**src/rtl/battleship_pkg.sv**
```systemverilog
// rtl/battleship_pkg.sv - shared types, defaults and wrap helper for the battleship board
package battleship_pkg;

    localparam int GRID_DEFAULT       = 5;
    localparam int SHIP_COUNT_DEFAULT = 3;

    typedef enum logic [2:0] {
        CELL_EMPTY  = 3'd0,
        CELL_SHIP   = 3'd1,
        CELL_HIT    = 3'd2,
        CELL_MISS   = 3'd3,
        CELL_CURSOR = 3'd6
    } cell_code_t;

    typedef enum logic [1:0] {
        PH_PLACE  = 2'd0,
        PH_BATTLE = 2'd1,
        PH_DONE   = 2'd2
    } phase_t;

    typedef enum logic [1:0] {
        RESP_MISS         = 2'd0,
        RESP_HIT          = 2'd1,
        RESP_REPEAT       = 2'd2,
        RESP_OUT_OF_RANGE = 2'd3
    } resp_code_t;

    typedef enum logic [1:0] {
        DIR_UP    = 2'd0,
        DIR_DOWN  = 2'd1,
        DIR_LEFT  = 2'd2,
        DIR_RIGHT = 2'd3
    } dir_t;

    // One step of a 0..grid-1 coordinate with wrap-around at both edges.
    function automatic logic [2:0] wrap_step(input logic [2:0] v, input logic inc, input int grid);
        logic [2:0] top;
        top = 3'(grid - 1);
        if (inc) begin
            return (v == top) ? 3'd0 : v + 3'd1;
        end
        return (v == 3'd0) ? top : v - 3'd1;
    endfunction

endpackage

```
**src/rtl/board_cursor.sv**
```systemverilog
// rtl/board_cursor.sv - wrap-around cursor x/y counters driven by move pulses
module board_cursor
    import battleship_pkg::*;
#(
    parameter int GRID = GRID_DEFAULT
) (
    input  logic       clk,
    input  logic       rst,
    input  logic       clear,
    input  logic       move_valid,
    input  logic [1:0] move_dir,
    output logic [2:0] cursor_x,
    output logic [2:0] cursor_y
);

    logic [2:0] x_q, x_d;
    logic [2:0] y_q, y_d;
    dir_t       dir;

    // Next cursor position: clear wins, otherwise one wrapped step in the pulsed direction.
    always_comb begin
        dir = dir_t'(move_dir);
        x_d = x_q;
        y_d = y_q;
        if (clear) begin
            x_d = 3'd0;
            y_d = 3'd0;
        end else if (move_valid) begin
            case (dir)
                DIR_UP:    y_d = wrap_step(y_q, 1'b0, GRID);
                DIR_DOWN:  y_d = wrap_step(y_q, 1'b1, GRID);
                DIR_LEFT:  x_d = wrap_step(x_q, 1'b0, GRID);
                default:   x_d = wrap_step(x_q, 1'b1, GRID);
            endcase
        end
    end

    // Cursor registers.
    always_ff @(posedge clk or posedge rst) begin
        if (rst) begin
            x_q <= 3'd0;
            y_q <= 3'd0;
        end else begin
            x_q <= x_d;
            y_q <= y_d;
        end
    end

    assign cursor_x = x_q;
    assign cursor_y = y_q;

endmodule

```
**src/rtl/board_matrix_writer.sv**
```systemverilog
// rtl/board_matrix_writer.sv - battleship board storage, phase FSM, shot handling; CURSOR_OVERLAY_EN highlights the cursor cell
module board_matrix_writer
    import battleship_pkg::*;
#(
    parameter int GRID       = GRID_DEFAULT,
    parameter int SHIP_COUNT = SHIP_COUNT_DEFAULT
) (
    input  logic       clk,
    input  logic       rst,
    input  logic       move_valid,
    input  logic [1:0] move_dir,
    input  logic       place_valid,
    input  logic       new_game,
    input  logic       shot_valid,
    input  logic [2:0] shot_x,
    input  logic [2:0] shot_y,
    output logic       shot_ready,
    output logic       resp_valid,
    output logic [1:0] resp_code,
    output logic       place_err,
    output logic [2:0] cursor_x,
    output logic [2:0] cursor_y,
    output logic [1:0] phase,
    output logic       game_over,
    output int         matrix [GRID-1:0][GRID-1:0]
);

    localparam int CW = $clog2(GRID * GRID + 1);

    cell_code_t     cell_q [GRID-1:0][GRID-1:0];
    cell_code_t     cell_d [GRID-1:0][GRID-1:0];
    int             matrix_q [GRID-1:0][GRID-1:0];
    phase_t         phase_q;
    logic [CW-1:0]  ships_q;
    logic [CW-1:0]  hits_q;
    logic           resp_valid_q;
    resp_code_t     resp_code_q;
    logic           place_err_q;

    logic           place_ok;
    logic           place_bad;
    logic           shot_acc;
    logic           shot_in_range;
    logic           shot_hit;
    resp_code_t     shot_code;
    cell_code_t     cur_cell;
    cell_code_t     shot_cell;

    board_cursor #(.GRID(GRID)) u_cursor (
        .clk        (clk),
        .rst        (rst),
        .clear      (new_game),
        .move_valid (move_valid),
        .move_dir   (move_dir),
        .cursor_x   (cursor_x),
        .cursor_y   (cursor_y)
    );

    // resp_valid_q doubles as the pending flag that blocks the next shot for one cycle.
    assign shot_ready = (phase_q == PH_BATTLE) && !resp_valid_q;

    // Resolve place/shot events and the next board contents; new_game clears everything.
    always_comb begin
        cell_d        = cell_q;
        cur_cell      = cell_q[cursor_x][cursor_y];
        shot_in_range = (int'(shot_x) < GRID) && (int'(shot_y) < GRID);
        shot_cell     = shot_in_range ? cell_q[shot_x][shot_y] : CELL_EMPTY;
        place_ok      = place_valid && !new_game && (phase_q == PH_PLACE) && (cur_cell == CELL_EMPTY);
        place_bad     = place_valid && !new_game && !place_ok;
        shot_acc      = shot_valid && shot_ready && !new_game;
        shot_hit      = 1'b0;
        shot_code     = RESP_OUT_OF_RANGE;
        if (shot_in_range) begin
            case (shot_cell)
                CELL_SHIP: begin
                    shot_code = RESP_HIT;
                    shot_hit  = 1'b1;
                end
                CELL_EMPTY: shot_code = RESP_MISS;
                default:    shot_code = RESP_REPEAT;
            endcase
        end
        if (place_ok) begin
            cell_d[cursor_x][cursor_y] = CELL_SHIP;
        end
        if (shot_acc && shot_in_range) begin
            if (shot_hit) begin
                cell_d[shot_x][shot_y] = CELL_HIT;
            end else if (shot_cell == CELL_EMPTY) begin
                cell_d[shot_x][shot_y] = CELL_MISS;
            end
        end
        if (new_game) begin
            for (int i = 0; i < GRID; i++) begin
                for (int j = 0; j < GRID; j++) begin
                    cell_d[i][j] = CELL_EMPTY;
                end
            end
        end
    end

    // Board, drawer matrix, phase FSM, counters and registered pulse outputs.
    always_ff @(posedge clk or posedge rst) begin
        if (rst) begin
            for (int i = 0; i < GRID; i++) begin
                for (int j = 0; j < GRID; j++) begin
                    cell_q[i][j]   <= CELL_EMPTY;
                    matrix_q[i][j] <= 0;
                end
            end
            phase_q      <= PH_PLACE;
            ships_q      <= '0;
            hits_q       <= '0;
            resp_valid_q <= 1'b0;
            resp_code_q  <= RESP_MISS;
            place_err_q  <= 1'b0;
        end else begin
            cell_q       <= cell_d;
            resp_valid_q <= shot_acc;
            place_err_q  <= place_bad;
            if (shot_acc) begin
                resp_code_q <= shot_code;
            end
            for (int i = 0; i < GRID; i++) begin
                for (int j = 0; j < GRID; j++) begin
`ifdef CURSOR_OVERLAY_EN
                    // Overlay uses the registered cursor, so it trails cursor moves by a cycle.
                    matrix_q[i][j] <= (3'(i) == cursor_x && 3'(j) == cursor_y)
                                      ? int'(CELL_CURSOR) : int'(cell_d[i][j]);
`else
                    matrix_q[i][j] <= int'(cell_d[i][j]);
`endif
                end
            end
            if (new_game) begin
                phase_q <= PH_PLACE;
                ships_q <= '0;
                hits_q  <= '0;
            end else begin
                case (phase_q)
                    PH_PLACE: begin
                        if (place_ok) begin
                            ships_q <= ships_q + CW'(1);
                            if (ships_q == CW'(SHIP_COUNT - 1)) begin
                                phase_q <= PH_BATTLE;
                            end
                        end
                    end
                    PH_BATTLE: begin
                        if (shot_acc && shot_hit) begin
                            hits_q <= hits_q + CW'(1);
                            if (hits_q == CW'(SHIP_COUNT - 1)) begin
                                phase_q <= PH_DONE;
                            end
                        end
                    end
                    default: ;
                endcase
            end
        end
    end

    assign resp_valid = resp_valid_q && !new_game;
    assign resp_code  = resp_code_q;
    assign place_err  = place_err_q;
    assign phase      = phase_q;
    assign game_over  = (phase_q == PH_DONE);
    assign matrix     = matrix_q;

endmodule
```
**config.mk**
```make
export PLATFORM = sky130hd
export DESIGN_NAME = board_matrix_writer
export DESIGN_NICKNAME = d
export VERILOG_FILES = /design/src/rtl/battleship_pkg.sv /design/src/rtl/board_cursor.sv /design/src/rtl/board_matrix_writer.sv
export SDC_FILE = /design/constraint.sdc
export NUM_CORES = 1
export LEC_CHECK = 0
export CAP_MARGIN = 25
export CORE_AREA = 3 3 326 328
export DETAILED_ROUTE_END_ITERATION = 12
export DIE_AREA = 0 0 329 331
export PLACE_DENSITY = 0.34
export SLEW_MARGIN = 10
export SYNTH_ARGS = -nofsm -noshare
export SYNTH_HDL_FRONTEND = slang
export SYNTH_SLANG_ARGS = --single-unit
```
**constraint.sdc**
```tcl
create_clock -name clk -period 7.4 [get_ports clk]
set_input_delay 1.11 -clock clk [delete_from_list [all_inputs] [get_ports clk]]
set_output_delay 1.11 -clock clk [all_outputs]
set_load 0.01 [all_outputs]
```
* Yosys cells after proc, flatten, opt, wreduce, memory -nomap -nowiden
Cells that the tools add are included.
** Word-level totals
- Word-level logic and storage cells :: 166
- Input bits :: 14
- Output and inout bits :: 814
- Register bits :: 97
** Cells by class
- Bitwise logic cells :: 9
- Reduce and logical (&&, ||, !) cells :: 38
- Add/sub/neg operators :: 6
- Mux-type cells :: 56
- Equality and inequality tests :: 14
- $lt $le $gt $ge :: 10
** Operator list (number)
- $mux 75 :: 5
- $and 50x50->50 :: 2
- $not 50->50 :: 2
- $bmux 15 s3 :: 2
- $demux 15 s3 :: 2
- $mux 15 :: 4
- $or 25x25->25 :: 2
- $or 50x50->50 :: 1
- $mux 3 :: 15
- $mux 5 :: 6
- $and 25x25->25 :: 1
- $not 25->25 :: 1
- $bmux 3 s3 :: 2
- $demux 3 s3 :: 2
- $lt 3x4->1 const B :: 4
- $logic_and 1x1->1 :: 15
- $ge 3x1->1 const B :: 4
- $logic_not 3->1 :: 4
- $mux 2 :: 6
- $pmux 3 s2 :: 2
- $add 5x1->5 const B :: 2
- $eq 5x2->1 const B :: 2
- $reduce_bool 2->1 :: 5
- $ne 3x2->1 const B :: 3
- other kinds (18) :: 39

* Logic depth before layout (Yosys ltp)
Gate-level depths: netlist of run 1.
- Depth after elaboration :: 14
- Depth in mapped cells :: 11
- Mapped depth without buffers :: 7

* Modules after synthesis
From an unflattened synthesis of run 1, not the netlist that was laid out.
** Unflattened totals
- Cells, all modules :: 1327
- Area, all modules :: 11213.3 um2
** Modules (own cells, without submodules)
- board_matrix_writer :: sequential area each 2277.2 um2, area an instance 10732.8 um2, cells an instance 1273, instances 1
- board_cursor :: sequential area each 150.1 um2, area an instance 480.5 um2, cells an instance 54, instances 1

* Least setup slack after synthesis of run 1
OpenSTA, ideal clock, no wires.
- Path type :: input to register
- Start :: input port shot_x[1]
- End :: register matrix_q, in the netlist matrix[128]
- Path slack :: 4368 ps
- Stages :: 11
- Data arrival time :: 2928 ps
- Library setup time :: 104 ps
- Data required time :: 7296 ps
- Path buffers :: 4
- Path through :: buf_2 -> or2_2 -> buf_2 -> o22ai_1 -> nor3_2 -> o2111ai_1 -> or2_0 -> buf_2 -> buf_2 -> nor2_1 -> a221oi_1
** RTL lines
- start: declaration :: RTL line board_matrix_writer.sv:15 : input logic [2:0] shot_x,
- end signal: indexed assignment :: RTL line board_matrix_writer.sv:131 : matrix_q[i][j] <= int'(cell_d[i][j]);
- end: declaration :: RTL line board_matrix_writer.sv:32 : int matrix_q [GRID-1:0][GRID-1:0];

* Final worst setup path of run 1
- Start :: input port shot_x[2]
- End :: register hits_q[2]
** Between the ends
- Word-level cells in the longest chain between the ends :: 11
- Elaborated cells on any way between the ends :: 13
- Those cells by class :: order compare (1); eq/ne (1); mux (7); reduce/logical (4)
** Ends and longest elaborated chain
- $bmux 15 s3 :: RTL line board_matrix_writer.sv:67 : shot_cell = shot_in_range ? cell_q[shot_x][shot_y] : CELL_EMPTY;
- $mux 15 (not written as such) :: RTL line board_matrix_writer.sv:67
- $bmux 3 s3 :: RTL line board_matrix_writer.sv:67
- $mux 3 (not written as such) :: RTL line board_matrix_writer.sv:67
- $mux 3 :: RTL line board_matrix_writer.sv:67
- $eq 3x1->1 :: RTL line board_matrix_writer.sv:74 : case (shot_cell)
- $mux 1 :: RTL line board_matrix_writer.sv:74
- $mux 1 * :: RTL line board_matrix_writer.sv:73 : if (shot_in_range) begin
- $logic_and 1x1->1 * :: RTL line board_matrix_writer.sv:150 : if (shot_acc && shot_hit) begin
- $reduce_bool 2->1 (no source line) *
- $reduce_and 2->1 (no source line) *
- end signal: assignment :: RTL line board_matrix_writer.sv:151 : hits_q <= hits_q + CW'(1);
- end: declaration :: RTL line board_matrix_writer.sv:35 : logic [CW-1:0] hits_q;
Every way passes the cells marked *; elsewhere a longest branch is shown, timed or not. The select of a mux whose other input is x is not followed.
A chain may end at the register's enable or synchronous reset.

==> results.sh, run 1 <==
export IMPL_drt_initial_drc_count=377
export IMPL_post_cts_repair_setup_buffers=0
export IMPL_worstSetupPathType="in -> reg"
export IMPL_wl_um=39700
export IMPL_area_growth_pct=1.74
export IMPL_cts_resized=0
export IMPL_ys_ff_latch=97
export IMPL_dp_hpwl_um=32900
export IMPL_peakVddDrop_mv=0.0810
export IMPL_post_drt_wl_per_cell_um=14.2
export IMPL_n_fill_cell=12100
export IMPL_arrival_ps=4970
export IMPL_cts_clk_slew_worst_paths_ps=70
export IMPL_syn_instance_count=1333
export IMPL_drive_gt1_frac=0.0381
export IMPL_initial_core_util=0.107
export IMPL_period_share=0.636
export IMPL_fin_crit_ps=4700
export IMPL_viasPerCell=2.51
export IMPL_synthAdderAreaFrac=0.0136
export IMPL_setup_tns_ps=0
export IMPL_yosysTopAreaCell="buf_4"
export IMPL_synth_top_family_by_area="buffers and inverters"
export IMPL_synth_top_area_share=0.493
export IMPL_whs_ps=489
export IMPL_synth_most_common_cell="buf_4"
export IMPL_grt_overflow=0
export IMPL_yosys_top_cells_count="buf_4 (727), dfrtp_1 (97), nor2_1 (60), a21oi_1 (48), nor3_1 (41)"
export IMPL_yosys_warnings=0
export IMPL_worst_slew_pin_slew_ps=1020
export IMPL_nets=1440
export IMPL_port_buffers=102
export IMPL_cts_path_max_buffers=2
export IMPL_routabilityCongestion=0.764
export IMPL_synth_edff_count=0
export IMPL_n_antenna_cell=0
export IMPL_drc_errors=0
export IMPL_synthMuxAreaShare=0.0265
export IMPL_grt_pass1_wl_um=50400
export IMPL_status="finished clean"
export IMPL_core_area_um2=103000
export IMPL_synth_ff_type="dfrtp_1"
export IMPL_maxCapViolations=0
export IMPL_die_area_um2=109000
export IMPL_netlist_top_cells_area="buf_4 (49%), dfrtp_1 (22%), a21oi_1 (2.2%)"
export IMPL_hold_class="reg -> reg"
export IMPL_p_leak_nw=5.14
export IMPL_rsz0062_at_grt="false"
export IMPL_hold_buffers=0
export IMPL_synth_compound_area_frac=0.0944
export IMPL_synth_xor_area_frac=0.000792
export IMPL_path_max_fanout=32
export IMPL_async_flop_share=1.00
export IMPL_fp_dieW_um=329
export IMPL_row_count=118
export IMPL_cp_start_kind="input pin"
export IMPL_avgSynthCellArea_um2=8.30
export IMPL_fin_cells=2799
export IMPL_critPathCaptureType="flop"
export IMPL_dp_cells=2782
export IMPL_cts_tree="built"
export IMPL_die_h_um=331
export IMPL_max_slew_margin=0.313
export IMPL_cts_made_buffers=9
export IMPL_grt_max_degree=73
export IMPL_io_pins=828
export IMPL_grt_pass1_vias=5747
export IMPL_clock_latency_ps=380
export IMPL_hold_viol=0
export IMPL_synth_area_um2=11100
export IMPL_htreeDepth=3
export IMPL_grt_usage=0.0659
export IMPL_required_ps=7660
export IMPL_setup_viol=0
export IMPL_drtAntennaViolNets=0
export IMPL_firstDrtPassIters=5
export IMPL_power_density_nw_per_um2=121
export IMPL_antenna_found_initial=2
export IMPL_vias=7016
export IMPL_fin_skew_ps=13.5
export IMPL_synthSimpleGateAreaFrac=0.126
export IMPL_synth_cell_types=70
export IMPL_report_final_slew_viol_count=0
export IMPL_seq_area_frac_synth=0.219
export IMPL_fmax_mhz=213
export IMPL_cts_root_buf="clkbuf_16"
export IMPL_cts_sinks=97
-- worst paths after layout --
kind	start	to	slack, ps	depth (start not counted)
max	shot_x[2]	hits_q[2]$_DFFE_PP0P_	2700	9
min	ships_q[4]$_DFFE_PP0P_	ships_q[4]$_DFFE_PP0P_	490	1
max reg2reg	u_cursor.cursor_x[0]$_DFFE_PP0P_	ships_q[3]$_DFFE_PP0P_	3990	7
min reg2reg	ships_q[4]$_DFFE_PP0P_	ships_q[4]$_DFFE_PP0P_	490	1
max in group asynchronous	rst	matrix[769]$_DFF_PP0_	4820	3
min in group asynchronous	rst	resp_valid_q$_DFF_PP0_	1150	2
-- layout by cell type, fill, tap and decap left out, types with 3 or more instances in the layout --
| cell | synthesis | routed |
|---|---|---|
| o22ai_1 | 12 | 12 |
| and3b_1 | 3 | 3 |
| nor3_2 | 2 | 3 |
| o21bai_1 | 5 | 5 |
| mux2_2 | 3 | 3 |
| nor4b_1 | 5 | 5 |
| nor4_1 | 8 | 8 |
| mux2i_1 | 21 | 21 |
| buf_4 | 727 | 12 |
| clkbuf_16 | 0 | 9 |
| nand3_1 | 17 | 17 |
| and2_1 | 4 | 4 |
| o2bb2ai_1 | 3 | 3 |
| nand4_1 | 11 | 11 |
| nor3b_1 | 4 | 4 |
| o32ai_1 | 3 | 3 |
| nand3b_1 | 9 | 9 |
| nor2_1 | 60 | 60 |
| a211oi_1 | 14 | 14 |
| nand2b_1 | 12 | 12 |
| a221oi_1 | 8 | 8 |
| clkdlybuf4s50_1 | 0 | 101 |
| conb_1 | 1 | 725 |
| a2111oi_0 | 4 | 4 |
| dfrtp_1 | 97 | 97 |
| and3_1 | 5 | 5 |
| or3b_2 | 4 | 4 |
| nor2b_1 | 36 | 36 |
| a31oi_1 | 14 | 14 |
| nor3_1 | 41 | 40 |
| o21ai_0 | 8 | 8 |
| o31ai_1 | 5 | 5 |
| a21oi_1 | 48 | 48 |
| nand2_1 | 18 | 18 |
| inv_1 | 22 | 21 |
| a311oi_1 | 7 | 7 |
| ha_1 | 12 | 12 |
-- cell type report --
type	count	area [µm²]	area share
Clock buffer	10	239	0.0212
Inverter	22	83.8	0.00745
Multi-Input combinational cell	1169	5610	0.499
Tap cell	1380	1730	0.153
Clock inverter	6	56.3	0.00500
Timing Repair Buffer	115	1110	0.0987
Sequential cell	97	2430	0.216
-- metrics by stage --
step	worst slack, ps	instance area (µm²)	util	power [mW]
floorplan	3760	13800	-	1.08
global placement	2360	11000	0.106	0.865
detailed placement	2380	11000	0.106	0.864
CTS	2750	11300	0.109	1.38
finish	2700	11300	0.109	1.36
global route	2480	11300	0.109	1.45
-- cells by family (layout without fill, tap and decap cells) --
family,count (synthesis),in the layout
buf+inv,791,153
other cells,1,725
mux,26,26
xor+xnor,1,1
flops,97,97
fa+ha+maj,12,12
simple gates,252,252
compound gates,153,153
-- critical path, stage by stage --
cell             delay, ps
clkdlybuf4s50_1       1040
nand2b_1               480
o22ai_1                180
o31ai_1                460
o21ai_1                180
nor2_2                 560
buf_4                  480
nand4_1                150
mux2_2                 290
-- power breakdown --
group	total, mW	switching, mW	leakage (nW)	internal (mW)
clock network	0.500	0.254	0.144	0.246
logic	0.313	0.265	3.65	0.0479
registers	0.550	0.0129	1.35	0.538
total	1.36	0.532	5.14	0.831
-- state kept, by name (all words and copies together) (netlist names) --
register,flops
resp_code,2
phase,2
hits_q,5
resp_valid_q,1
matrix,75
u_cursor.cursor_x,3
ships_q,5
place_err,1
u_cursor.cursor_y,3
-- per-layer routing --
layer / wire length, µm / vias to the layer above / GRT usage
met5: 0 / - / 0
met4: 434 / 0 / 0.0126
met3: 4870 / 24 / 0.0325
met2: 18900 / 404 / 0.104
met1: 15400 / 3440 / 0.0807
li1: - / 3148 / -
Power figures use the tool's default switching activity.
==> run 2, diff against run 1 <==
Settings changed: CORE_AREA 3 3 326 328 to 3 3 321 323, DIE_AREA 0 0 329 331 to 0 0 324 326, PLACE_DENSITY 0.34 to 0.36.
Clock period 7.4 ns to 4.1 ns, I/O delays scaled along.
==> run 2 against run 1 <==
- critical path type unchanged
- global-route usage grew 0.18 points
- count of clock-buffer cells in the layout is the same
- combinational power grew 83%
- routed wire length shrank 0.87%
- clock skew shrank 2.5 ps
- first-iteration DRC count shrank 2.9%
- utilization grew 0.48 points
- largest power group unchanged
- sequential share of layout area shrank 0.22 points
- cell count shrank 2.2%
- total power grew 86%
==> results.sh, run 2 (synthesis results as in run 1) <==
export IMPL_post_drt_wl_per_cell_um=14.4
export IMPL_hold_viol=0
export IMPL_cts_made_buffers=9
export IMPL_p_leak_nw=5.28
export IMPL_wl_um=39300
export IMPL_r2r_start="u_cursor.cursor_x[0]$_DFFE_PP0P_"
export IMPL_worst_slew_pin_slew_ps=841
export IMPL_fmax_mhz=291
export IMPL_clkPwrFrac=0.381
export IMPL_p_int_mw=1.62
export IMPL_largest_reg_flops=75
export IMPL_holdPathStages=1
export IMPL_reg2reg_depth=9
export IMPL_final_cell_mix="conb_1 (725), clkdlybuf4s50_1 (101), dfrtp_1 (97)"
export IMPL_comb_power_share=0.226
export IMPL_rsz0062_at_grt="false"
export IMPL_fin_skew_ps=11.0
export IMPL_layout_commonest_cell="conb_1"
export IMPL_cts_tree="built"
export IMPL_area_growth_pct=2.80
export IMPL_maxCapViolations=0
export IMPL_setup_viol=0
export IMPL_arrival_ps=3620
export IMPL_worstSetupPathType="in -> reg"
export IMPL_drive_gt1_frac=0.0507
export IMPL_die_h_um=326
export IMPL_cts_root_buf="clkbuf_16"
export IMPL_die_area_um2=106000
export IMPL_grt_pass1_wl_um=50900
export IMPL_cts_path_max_buffers=2
export IMPL_path_max_fanout=11
export IMPL_period_share=0.837
export IMPL_drt_initial_drc_count=366
export IMPL_drtAntennaViolNets=0
export IMPL_swShare=0.360
export IMPL_antenna_found_initial=1
export IMPL_report_final_slew_viol_count=0
export IMPL_fp_dieW_um=324
export IMPL_fin_crit_ps=3430
export IMPL_hold_start="ships_q[4]$_DFFE_PP0P_"
export IMPL_initial_core_util=0.110
export IMPL_status="finished clean"
export IMPL_hold_class="reg -> reg"
export IMPL_peakVddDrop_mv=0.192
export IMPL_r2r_end="ships_q[3]$_DFFE_PP0P_"
export IMPL_cts_sinks=97
export IMPL_n_antenna_cell=0
export IMPL_grt_overflow=0
export IMPL_vias=7087
export IMPL_row_count=116
export IMPL_post_cts_repair_setup_buffers=0
export IMPL_cts_clk_slew_worst_paths_ps=70
export IMPL_power_mw=2.54
export IMPL_drc_errors=0
export IMPL_htreeDepth=3
export IMPL_grt_pass1_vias=5936
export IMPL_cts_resized=0
export IMPL_dp_hpwl_um=33200
export IMPL_nets=1460
export IMPL_io_pins=828
export IMPL_ff2ff_setup_slack_ps=1010
export IMPL_firstDrtPassIters=5
export IMPL_grt_usage=0.0676
export IMPL_grt_max_degree=71
export IMPL_required_ps=4290
export IMPL_routabilityCongestion=0.784
export IMPL_clock_latency_ps=350
export IMPL_port_buffers=102
export IMPL_hold_path_end="ships_q[4]$_DFFE_PP0P_"
export IMPL_cp_start_kind="input pin"
export IMPL_power_density_nw_per_um2=223
export IMPL_critPathCaptureType="flop"
export IMPL_viasPerCell=2.59
export IMPL_core_area_um2=100000
export IMPL_p_seq_frac=0.393
export IMPL_max_slew_margin=0.435
export IMPL_power_switching_mw=0.913
export IMPL_setup_tns_ps=0
export IMPL_hold_buffers=0
export IMPL_n_fill_cell=11600
[run 2: cell count changes in the layout (fill, tap and decap cells not counted), sizes merged]
cell	previous run	this run
inv	25	21
buf	14	34
clkinv	2	5
bufinv	0	2
clkinvlp	1	0
[run 2: how the worst max path moves through the flow]
| stage | startpoint | to | slack, ps | cells past startpoint |
|---|---|---|---|---|
| global route | shot_x[0] | matrix[96]$_DFF_PP0_ | 500 | 10 |
| detailed placement | shot_x[0] | matrix[224]$_DFF_PP0_ | 280 | 10 |
| global placement | shot_x[0] | matrix[256]$_DFF_PP0_ | 270 | 10 |
| floorplan | rst | hits_q[0]$_DFFE_PP0P_ | 950 | 1 |
| finish | shot_x[0] | matrix[64]$_DFF_PP0_ | 670 | 10 |
| CTS | shot_x[0] | matrix[224]$_DFF_PP0_ | 660 | 10 |
[run 2: metal layers]
layer | GRT usage | vias up | wire, µm | share of wire
met5 | 0 | - | 13 | 0.00033
met4 | 0.0106 | 2 | 324 | 0.0082
met3 | 0.0385 | 19 | 5470 | 0.14
met2 | 0.108 | 433 | 18600 | 0.47
met1 | 0.0800 | 3454 | 15000 | 0.38
li1 | - | 3179 | - | -
[run 2: power groups by stage]
stage,clock (mW),combinational [mW],sequential (mW)
after floorplan,0,0.943,1.01
after global placement,0,0.557,1.01
after detailed placement,0,0.556,1.01
after CTS,0.996,0.558,0.996
after global routing,1.03,0.644,0.999
final,0.967,0.573,0.996
[run 2: per-stage QoR]
| step | setup slack [ps] | hold WS [ps] | cell area, µm² | cells | utilization |
|---|---|---|---|---|---|
| floorplan | 951 | 447 | 13800 | 2057 | - |
| global placement | 265 | 477 | 11000 | 2721 | 0.110 |
| detailed placement | 275 | 479 | 11000 | 2721 | 0.110 |
| CTS | 656 | 491 | 11400 | 2737 | 0.114 |
| global route | 495 | 541 | 11400 | 2737 | 0.114 |
| finish | 667 | 486 | 11400 | 2737 | 0.114 |
[run 2: cell type report]
class | instances | area, µm² | area share
multi-input cells | 1169 | 5610 | 0.493
flip-flops and latches | 97 | 2430 | 0.213
well taps | 1298 | 1620 | 0.143
repair buffers | 135 | 1300 | 0.114
clock buffers | 10 | 239 | 0.0210
clock inverters | 6 | 91.3 | 0.00803
inverters | 22 | 83.8 | 0.00737
[run 2: worst max-delay path: stages]
cell             delay, ps
clkdlybuf4s50_1        700
buf_4                  330
or2b_1                 280
o22ai_1                100
o31ai_1                400
o21ai_1                170
or2_0                  270
buf_4                  170
nor2_2                 410
a221oi_1               170
==> run 3, diff against run 2 <==
Clock period 4.1 ns to 2.7 ns, I/O delays scaled along.
==> run 3 against run 2 <==
- clock power is 56% higher
- cell area is 10% higher
- combinational power is 73% higher
- die area stayed put
- routed wire length is 2.6% higher
- clock skew is 1.5 ps lower
- total power is 58% higher
- flip-flop and latch count stayed put
- sequential share of layout area is 2.0 points lower
- critical path depth stayed put
- via count is 4.5% higher
- worst hold slack worse by 92 ps
- largest power group unchanged
- highest routed layer unchanged
==> results.sh, run 3 (synthesis results as in run 1) <==
export IMPL_status="finished clean"
export IMPL_cts_made_buffers=9
export IMPL_io_pins=828
export IMPL_n_antenna_cell=0
export IMPL_htreeDepth=3
export IMPL_fin_area_um2=12600
export IMPL_cp_startpoint="u_cursor.cursor_x[2]$_DFFE_PP0P_"
export IMPL_grt_pass1_vias=6377
export IMPL_rsz0062_at_grt="false"
export IMPL_layout_commonest_cell="conb_1"
export IMPL_whs_ps=395
export IMPL_antenna_found_initial=2
export IMPL_largest_reg_flops=75
export IMPL_routabilityCongestion=0.790
export IMPL_p_leak_nw=5.90
export IMPL_post_drt_wl_per_cell_um=14.2
export IMPL_ff2ff_setup_slack_ps=100
export IMPL_placed_cell_area_um2=11800
export IMPL_viasPerCell=2.61
export IMPL_dp_cells=2815
export IMPL_r2r_start="u_cursor.cursor_x[2]$_DFFE_PP0P_"
export IMPL_cts_tree="built"
export IMPL_fin_cells=2840
export IMPL_crit_chain="or3_1, buf_4, o22ai_1, nor3_1, buf_4, a2111oi_4, nor3_2, buf_4, nand4_1, mux2_2"
export IMPL_worstSetupPathType="reg -> reg"
export IMPL_cp_top_family="simple AND/OR/NAND/NOR gates"
export IMPL_fp_dieW_um=324
export IMPL_period_share=0.964
export IMPL_port_buffers=102
export IMPL_cts_root_buf="clkbuf_16"
export IMPL_reg2reg_depth=10
export IMPL_grt_pass1_wl_um=52300
export IMPL_setup_tns_ps=0
export IMPL_core_area_um2=100000
export IMPL_grt_usage=0.0695
export IMPL_maxCapViolations=0
export IMPL_initial_core_util=0.110
export IMPL_die_h_um=326
export IMPL_drt_initial_drc_count=409
export IMPL_die_area_um2=106000
export IMPL_crit_end="ships_q[3]$_DFFE_PP0P_"
export IMPL_wl_um=40400
export IMPL_critPathCaptureType="flop"
export IMPL_max_slew_margin=0.502
export IMPL_power_mw=4.00
export IMPL_critPathBufInv=3
export IMPL_report_final_slew_viol_count=0
export IMPL_cts_sinks=97
export IMPL_n_fill_cell=11500
export IMPL_fin_skew_ps=9.44
export IMPL_r2r_end="ships_q[3]$_DFFE_PP0P_"
export IMPL_fmax_mhz=384
export IMPL_peakVddDrop_mv=0.313
export IMPL_cts_path_max_buffers=2
export IMPL_drc_errors=0
export IMPL_grt_max_degree=98
export IMPL_worst_path_stages=10
export IMPL_cp_start_kind="flop"
export IMPL_drive_gt1_frac=0.140
export IMPL_arrival_ps=2850
export IMPL_area_growth_pct=13.5
export IMPL_path_max_fanout=7
export IMPL_drtAntennaViolNets=0
export IMPL_worst_slew_pin_slew_ps=748
export IMPL_grt_overflow=0
export IMPL_fin_crit_ps=2600
export IMPL_slowest_delay_ps=450
export IMPL_vias=7405
export IMPL_dp_hpwl_um=34400
export IMPL_hold_viol=0
export IMPL_clock_latency_ps=360
export IMPL_hold_class="in -> reg"
export IMPL_firstDrtPassIters=5
export IMPL_setup_viol=0
export IMPL_cpMostUsedCell="buf_4"
export IMPL_cts_clk_slew_worst_paths_ps=70
export IMPL_power_density_nw_per_um2=319
export IMPL_final_cell_mix="conb_1 (725), buf_4 (115), clkdlybuf4s50_1 (96)"
export IMPL_nets=1563
export IMPL_cpMaxStageDelayCell="dfrtp_2"
export IMPL_required_ps=2950
export IMPL_row_count=116
-- run 3: worst min-delay path by stage --
stage | from | to | slack [ps] | cells after the start
2_1_floorplan | ships_q[4]$_DFFE_PP0P_ | ships_q[4]$_DFFE_PP0P_ | 450 | 1
3_3_place_gp | ships_q[4]$_DFFE_PP0P_ | ships_q[4]$_DFFE_PP0P_ | 490 | 1
3_5_place_dp | ships_q[4]$_DFFE_PP0P_ | ships_q[4]$_DFFE_PP0P_ | 480 | 1
4_1_cts | new_game | place_err$_DFF_PP0_ | 410 | 3
5_1_grt | new_game | place_err$_DFF_PP0_ | 440 | 3
6_report | new_game | place_err$_DFF_PP0_ | 390 | 3
-- run 3: layer usage --
layer  wire length (µm)  up-vias  GRT usage
met5                 27        -          0
met4                150        4    0.00690
met3               4200       15     0.0282
met2              19400      392      0.114
met1              16600     3609     0.0880
li1                   -     3385          -
-- run 3: what timing repair did --
item	in CTS	in global routing
pin swaps	7	10
gates resized for setup	27	43
setup buffers	2	5
gates cloned	0	2
setup endpoints to repair	47	49
hold buffers	0	0
-- run 3: area by class of cell --
class,instances,area (µm²),area share
Sequential cell,97,2430,0.193
Clock buffer,11,253,0.0201
Clock inverter,5,85.1,0.00677
Timing Repair Buffer,238,2240,0.178
Tap cell,1298,1620,0.129
Inverter,22,86.3,0.00687
Multi-Input combinational cell,1169,5840,0.465
-- run 3: worst reg2reg max path: stages (launching register included) --
cell,delay (ps)
dfrtp_2,450
or3_1,370
buf_4,190
o22ai_1,190
nor3_1,80
buf_4,170
a2111oi_4,370
nor3_2,80
buf_4,160
nand4_1,100
mux2_2,340
-- run 3: per-stage QoR --
step                      setup WS (ps)  utilization
after floorplan                     272            -
after global placement             -513        0.118
after detailed placement           -571        0.118
after CTS                          7.82        0.123
after global routing               2.08        0.125
final                              97.6        0.125
-- run 3: power breakdown --
group          total (mW)  leakage, nW  switching (mW)  internal (mW)
combinational       0.990         4.39           0.762          0.228
sequential           1.51         1.35          0.0319           1.47
clock                1.51        0.163           0.638          0.871
total                4.00         5.90            1.43           2.57
